==> config.mk <==
export PLATFORM = sky130hd
export DESIGN_NAME = watch_dp
export DESIGN_NICKNAME = d
export VERILOG_FILES = /design/src/rtl/watch_dp.sv
export SDC_FILE = /design/constraint.sdc
export NUM_CORES = 1
export LEC_CHECK = 0
export BUFFER_PORTS_ARGS = -buffer_cell sky130_fd_sc_hd__buf_4
export CAP_MARGIN = 10
export CORE_ASPECT_RATIO = 2
export CORE_MARGIN = 1
export CORE_UTILIZATION = 30
export DETAILED_ROUTE_END_ITERATION = 6
export GPL_ROUTABILITY_DRIVEN = 0
export MAX_ROUTING_LAYER = met4
export PLACE_DENSITY = 0.48
export RECOVER_POWER = 50
export SYNTH_ARGS = -nofsm -noshare
export SYNTH_HDL_FRONTEND = slang
export SYNTH_SLANG_ARGS = --single-unit
==> constraint.sdc <==
create_clock -name clk -period 3.7 [get_ports clk]
set_clock_uncertainty 0.15 [all_clocks]
set_input_delay 0.555 -clock clk [delete_from_list [all_inputs] [get_ports clk]]
set_output_delay 0.555 -clock clk [all_outputs]
set_load 0.03 [all_outputs]
==> src/rtl/watch_dp.sv <==
// Timekeeping datapath: 1/100 s time base feeding cascaded centisecond,
// second, minute and hour counters, with single-step adjust inputs.
module watch_dp #(
  parameter int unsigned TICK_DIV  = 1_000_000,
  parameter int unsigned INIT_HOUR = 12
) (
  input  logic       clk,
  input  logic       rst,
  input  logic       i_run_sec,
  input  logic       i_run_min,
  input  logic       i_run_hour,
  output logic [6:0] o_msec,
  output logic [5:0] o_sec,
  output logic [5:0] o_min,
  output logic [4:0] o_hour,
  output logic       o_sec_tick
);

  localparam int unsigned CNT_W   = (TICK_DIV > 1) ? $clog2(TICK_DIV) : 1;
  localparam int unsigned MSEC_W  = 7;
  localparam int unsigned SEC_W   = 6;
  localparam int unsigned MIN_W   = 6;
  localparam int unsigned HOUR_W  = 5;
  localparam int unsigned SEC_SW  = SEC_W + 1;
  localparam int unsigned MIN_SW  = MIN_W + 1;
  localparam int unsigned HOUR_SW = HOUR_W + 1;

  logic [CNT_W-1:0]  cnt_q;
  logic              tick_c;
  logic              c_msec_c;
  logic              c_sec_c;
  logic              c_min_c;
  logic [MSEC_W-1:0] msec_next_c;
  logic [SEC_SW-1:0] sec_sum_c;
  logic [MIN_SW-1:0] min_sum_c;
  logic [HOUR_SW-1:0] hour_sum_c;
  logic [SEC_W-1:0]  sec_next_c;
  logic [MIN_W-1:0]  min_next_c;
  logic [HOUR_W-1:0] hour_next_c;

  // Free-running time base; adjust pulses never touch it.
  always_ff @(posedge clk or posedge rst) begin
    if (rst) begin
      cnt_q <= '0;
    end else if (tick_c) begin
      cnt_q <= '0;
    end else begin
      cnt_q <= cnt_q + CNT_W'(1);
    end
  end

  // Natural carries depend only on pre-update field values.
  always_comb begin
    tick_c   = (cnt_q == CNT_W'(TICK_DIV - 1));
    c_msec_c = tick_c && (o_msec == MSEC_W'(99));
    c_sec_c  = c_msec_c && (o_sec == SEC_W'(59));
    c_min_c  = c_sec_c && (o_min == MIN_W'(59));
  end

  // Field sums carry one extra bit; max sum is N+1 so one subtract suffices.
  always_comb begin
    msec_next_c = o_msec;
    if (tick_c) begin
      msec_next_c = (o_msec == MSEC_W'(99)) ? '0 : o_msec + MSEC_W'(1);
    end

    sec_sum_c  = {1'b0, o_sec} + SEC_SW'(c_msec_c) + SEC_SW'(i_run_sec);
    min_sum_c  = {1'b0, o_min} + MIN_SW'(c_sec_c) + MIN_SW'(i_run_min);
    hour_sum_c = {1'b0, o_hour} + HOUR_SW'(c_min_c) + HOUR_SW'(i_run_hour);

    sec_next_c  = (sec_sum_c >= SEC_SW'(60)) ? SEC_W'(sec_sum_c - SEC_SW'(60))
                                             : SEC_W'(sec_sum_c);
    min_next_c  = (min_sum_c >= MIN_SW'(60)) ? MIN_W'(min_sum_c - MIN_SW'(60))
                                             : MIN_W'(min_sum_c);
    hour_next_c = (hour_sum_c >= HOUR_SW'(24)) ? HOUR_W'(hour_sum_c - HOUR_SW'(24))
                                               : HOUR_W'(hour_sum_c);
  end

  // All time fields update together on the same edge.
  always_ff @(posedge clk or posedge rst) begin
    if (rst) begin
      o_msec     <= '0;
      o_sec      <= '0;
      o_min      <= '0;
      o_hour     <= HOUR_W'(INIT_HOUR);
      o_sec_tick <= 1'b0;
    end else begin
      o_msec     <= msec_next_c;
      o_sec      <= sec_next_c;
      o_min      <= min_next_c;
      o_hour     <= hour_next_c;
      o_sec_tick <= c_msec_c;
    end
  end

endmodule

---- Word level (Yosys, flattened, before mapping) ----
Cells that the tools add are included.
cells by class
  eq/ne operators ......................... 4
  $add $sub $neg .......................... 11
  reduce and logical (&&, ||, !) cells .... 3
  shift operators ......................... 0
  muxes and demuxes ....................... 5
  multipliers ............................. 0
  order comparisons ....................... 3
  bitwise logic cells ..................... 0
  divide/modulo/power cells ............... 0
operators with widths
  kind                                                                   count
  20-bit by 1-bit adder with 20-bit output, second input constant        1
  20-bit equality test, second input constant                            1
  20-bit two-way mux                                                     1
  6-bit by 1-bit adder with 7-bit output                                 2
  7-bit by 1-bit adder with 7-bit output                                 2
  7-bit by 6-bit >= comparator with 1-bit output, second input constant  2
  6-bit equality test, second input constant                             2
  6-bit two-way mux                                                      2
  6-bit subtractor, second input constant                                2
  7-bit by 1-bit adder with 7-bit output, second input constant          1
  7-bit equality test, second input constant                             1
  7-bit two-way mux                                                      1
  5-bit by 1-bit adder with 6-bit output                                 1
  6-bit by 1-bit adder with 6-bit output                                 1
  6-bit by 5-bit >= comparator with 1-bit output, second input constant  1
  5-bit two-way mux                                                      1
  5-bit subtractor, second input constant                                1
  1-bit logical AND                                                      3
storage, ports and cells
  word-level logic and storage cells ...... 32
  bits of input ports ..................... 5
  memory bits (read-only) ................. 0
  flip-flop bits (word level) ............. 45
  memories kept ........................... 0
  latch bits .............................. 0
  bits in writable memories ............... 0
  output and inout port bits .............. 25

---- Depth between registers and ports, before layout ----
  depth in word-level cells ............... 8
  gate-level depth with buffers ........... 16
  mapped depth without buffers ............ 15

---- Worst setup path before layout ----
OpenSTA, ideal clock, no wires.
  path type ............................... reg2reg
  start ................................... register o_msec[0]
  end ..................................... register o_min[2]
  arrival ................................. 3535 ps
  data required time ...................... 3425 ps
  period minus slack after synthesis ...... 3810 ps
  setup slack ............................. -110 ps
  stages on the path, launching flop included .. 15
  library setup time ...................... 125 ps
  path through ............................ dfrtp_1 ha_1 nand4b_1 nor3_1 nand4_1 fa_1 inv_1 ha_1 xor2_1 ha_1 nand4bb_1 or4_1 nand3_1 a21oi_1 mux2_2
on the way
  longest elaborated chain between the ends .. 7
  elaborated cells on any way between the ends .. 8
  classes of those cells .................. add/sub: 3; order compare: 1; eq/ne: 1; mux: 1; reduce/logical: 2
RTL lines
  item                                                                                RTL line  source
  start: declaration                                                                  12        output logic [6:0] o_msec,
  start signal: assignment                                                            88        o_msec <= msec_next_c;
  7-bit equality test *                                                               55        c_msec_c = tick_c && (o_msec == MSEC_W'(99));
  1-bit logical AND *                                                                 55
  1-bit logical AND *                                                                 56        c_sec_c = c_msec_c && (o_sec == SEC_W'(59));
  6-bit by 1-bit adder with 7-bit output *                                            68        min_sum_c = {1'b0, o_min} + MIN_SW'(c_sec_c) + MIN_SW'(i_run_min);
  7-bit by 1-bit adder with 7-bit output *                                            68
  6-bit subtractor or 7-bit by 6-bit >= comparator with 1-bit output (tied branches)  73        min_next_c = (min_sum_c >= MIN_SW'(60)) ? MIN_W'(min_sum_c - MIN_SW'(60))
  6-bit two-way mux *                                                                 73
  net min_next_c[2]                                                                   38        logic [MIN_W-1:0] min_next_c;
  end signal: assignment                                                              90        o_min <= min_next_c;
  end: declaration                                                                    14        output logic [5:0] o_min,
The timed path passes the listed nets; every way through them passes the cells marked *.
A chain may end at the register's enable or synchronous reset.

---- Worst setup path after layout ----
  start ................................... register cnt_q[16]
  end ..................................... register o_min[2]
on the way
  longest elaborated chain between the ends .. 7
  elaborated cells on any way between the ends .. 8
  classes of those cells .................. add/sub: 3; order compare: 1; eq/ne: 1; mux: 1; reduce/logical: 2
RTL lines
  item                                                                                RTL line  source
  start: declaration                                                                  28        logic [CNT_W-1:0] cnt_q;
  start signal: assignment                                                            48        cnt_q <= cnt_q + CNT_W'(1);
  20-bit equality test *                                                              54        tick_c = (cnt_q == CNT_W'(TICK_DIV - 1));
  1-bit logical AND *                                                                 55
  1-bit logical AND *                                                                 56
  6-bit by 1-bit adder with 7-bit output *                                            68
  7-bit by 1-bit adder with 7-bit output *                                            68
  6-bit subtractor or 7-bit by 6-bit >= comparator with 1-bit output (tied branches)  73
  6-bit two-way mux *                                                                 73
  net min_next_c[2]                                                                   38
Marks and branches as above.

==> results.sh <==
export IMPL_slew_headroom_pct=-17.6
export IMPL_clockBufferDepth=2
export IMPL_antenna_found_initial=0
export IMPL_hold_violations=0
export IMPL_drive_above_1_share_pct=24.9
export IMPL_routed_wl_um=5690
export IMPL_vias=1945
export IMPL_grt_ovfl_total=0
export IMPL_worst_pin_slew_ps=1760
export IMPL_numPortBuffers=29
export IMPL_wl_per_cell_um=14.3
export IMPL_drc=0
export IMPL_p_leak_nw=1.49
export IMPL_path_buf_inv=1
export IMPL_yosysSeqAreaShare_pct=45.3
export IMPL_max_stage_delay_ps=450
export IMPL_grt_max_degree=46
export IMPL_yosysUniqueCellTypes=57
export IMPL_nets=315
export IMPL_pre_cts_ws_ps=12.0
export IMPL_yosysTopAreaCellShare_pct=43.2
export IMPL_drt_iter0_markers=52
export IMPL_hp_class="reg2reg"
export IMPL_num_antenna_cells=0
export IMPL_power_density_nw_per_um2=651
export IMPL_worstSetupStartpointType="register"
export IMPL_syn_to_final_growth_pct=27.4
export IMPL_drtPass1Iterations=4
export IMPL_syn_nets=263
export IMPL_crit_type="reg2reg"
export IMPL_min_period_over_period_pct=96.7
export IMPL_ctsRootBufferMaster="clkbuf_16"
export IMPL_die_w_um=66.5
export IMPL_crit_chain="nand3_1 -> or3_4 -> nor3_4 -> nand4_1 -> fa_2 -> inv_1 -> ha_4 -> xor2_2 -> ha_2 -> nand4bb_1 -> or4_4 -> nand3_2 -> a21oi_1 -> mux2_2"
export IMPL_crit_family="simple AND/OR/NAND/NOR gates"
export IMPL_max_cap_violations=1
export IMPL_status="finished with violations"
export IMPL_grt_pass1_vias=2016
export IMPL_path_clk_slew_ps=60
export IMPL_syn_area_per_cell_um2=10.1
export IMPL_crit_path_max_fanout=5
export IMPL_synth_async_reset_ratio_pct=100
export IMPL_cp_slowest_cell="fa_2"
export IMPL_synth_area_leaders="dfrtp_1 (43%), xnor2_1 (5.6%), xor2_1 (4.9%), ha_1 (3.5%), inv_1 (3.5%)"
export IMPL_ys_seq_elements=45
export IMPL_die_h_um=131
export IMPL_numCtsBuffers=5
export IMPL_yosysWarningCount=0
export IMPL_grt_use_total_pct=15.4
export IMPL_die_area_um2=8700
export IMPL_grt_setup_unrepaired="true"
export IMPL_cts_tree="done"
export IMPL_cts_sinks=45
export IMPL_viasPerCell=4.90
export IMPL_ios=30
export IMPL_period_needed_ps=3580
export IMPL_violations="capacitance limit, slew limit"
export IMPL_arrival_ps=3600
export IMPL_fp_row_count=46
export IMPL_slew_violations=46
export IMPL_vdd_drop_max_mv=0.304
export IMPL_total_power_mw=2.07
export IMPL_dp_hpwl_um=4220
export IMPL_core_um2=8000
export IMPL_crit_required_ps=3720
export IMPL_end_kind="register"
export IMPL_start_util_pct=31.2
export IMPL_synthCells=248
export IMPL_antenna_left=0
export IMPL_htreeDepth=2
export IMPL_setup_violations=0
export IMPL_synth_edff_count=0
export IMPL_worst_slack_ps=123
export IMPL_grt_pass1_wl_um=9640
export IMPL_fmax_ghz=0.280
export IMPL_cts_hold_buf=0
export IMPL_insertion_delay_ps=290
export IMPL_synth_area_um2=2490
export IMPL_whs_ps=364
export IMPL_synthFlopType="dfrtp_1"
export IMPL_synth_top_area_cell="dfrtp_1"
## per-layer routing
| layer | vias up | track usage [%] | part of all wire, % |
|---|---|---|---|
| met5 | - | - | 0 |
| met4 | 0 | 8.01 | 2.9 |
| met3 | 8 | 2.17 | 1.6 |
| met2 | 20 | 27.8 | 58 |
| met1 | 955 | 15.6 | 38 |
| li1 | 962 | - | - |
## kinds of logic after synthesis
family / Yosys count / synth area share, %
AND/OR/NAND/NOR: 99 / 22.9
flip-flops: 45 / 45.3
adder cells (fa/ha/maj): 10 / 5.92
buffers and inverters: 29 / 4.57
multiplexers: 5 / 2.21
XOR/XNOR: 30 / 10.5
AO/OA/AOI/OAI: 30 / 8.58
## where the power goes
group	total, mW	internal (mW)	switching, mW
sequential	0.724	0.591	0.133
clock	0.434	0.250	0.185
combinational	0.909	0.408	0.501
## layout make-up
cell class / instances / area, um2
Fill cell: 797 / 4820
Multi-Input combinational cell: 174 / 1350
Sequential cell: 45 / 1130
Timing Repair Buffer: 51 / 357
Clock buffer: 7 / 133
Tap cell: 96 / 120
Inverter: 23 / 86.3
Clock inverter: 1 / 5.00
## cells in the final DEF (no fill, tap or decap), types with 4 or more instances in the layout
cell / count
xor2_1: 12
nand3_1: 13
xnor2_1: 15
nand4_1: 7
ha_1: 4
o21ai_0: 5
nor2b_1: 4
buf_4: 43
clkbuf_16: 5
nand4b_1: 4
dfrtp_1: 42
nand2_1: 15
clkbuf_1: 9
nor3b_1: 4
and3_1: 4
nor2_1: 21
inv_1: 23
## per-stage QoR
step                std cells  utilization (%)  setup TNS (ps)  instance area, um2
CTS                       391             38.4               0                3070
detailed placement        383             36.6               0                2930
floorplan                 248                -               0                2500
global route              397             39.7            -122                3180
finish                    397             39.7               0                3180
global placement          383             36.6               0                2930
## synthesized netlist by cell type (3+ instances only)
cell	number
nor2_1	21
or3_1	3
xor2_1	14
inv_1	23
nand4_1	7
nand2_1	16
nand2b_1	3
o21ai_0	5
nor3b_1	4
nand4b_1	4
dfrtp_1	43
a31oi_1	4
buf_2	3
fa_1	3
xnor2_1	16
and3_1	5
nand3_1	14
ha_1	7
nor2b_1	5
nor3_1	3
## state kept, by name (all words and copies together) (netlist names)
register	flops
cnt_q	20
o_hour	5
o_min	6
o_msec	7
o_sec	6
o_sec_tick	1
## worst paths after layout
path	startpoint	end	slack (ps)	depth (start not counted)
setup / recovery	cnt_q[16]	o_min[2]	120	14
hold / removal	o_msec[4]	o_msec[4]	360	1
setup reg to reg	cnt_q[16]	o_min[2]	120	14
hold reg to reg	o_msec[4]	o_msec[4]	360	1
max in group asynchronous	rst	cnt_q[15]	1570	2
min in group asynchronous	rst	o_min[5]	680	2
## repair_timing
| item | CTS | global route |
|---|---|---|
| pin swaps | 0 | 8 |
| endpoints found under the setup margin | 1 | 5 |
| gates resized for setup | 1 | 17 |
| setup buffers | 0 | 6 |
Note: power is estimated with default switching activity, not from simulation.
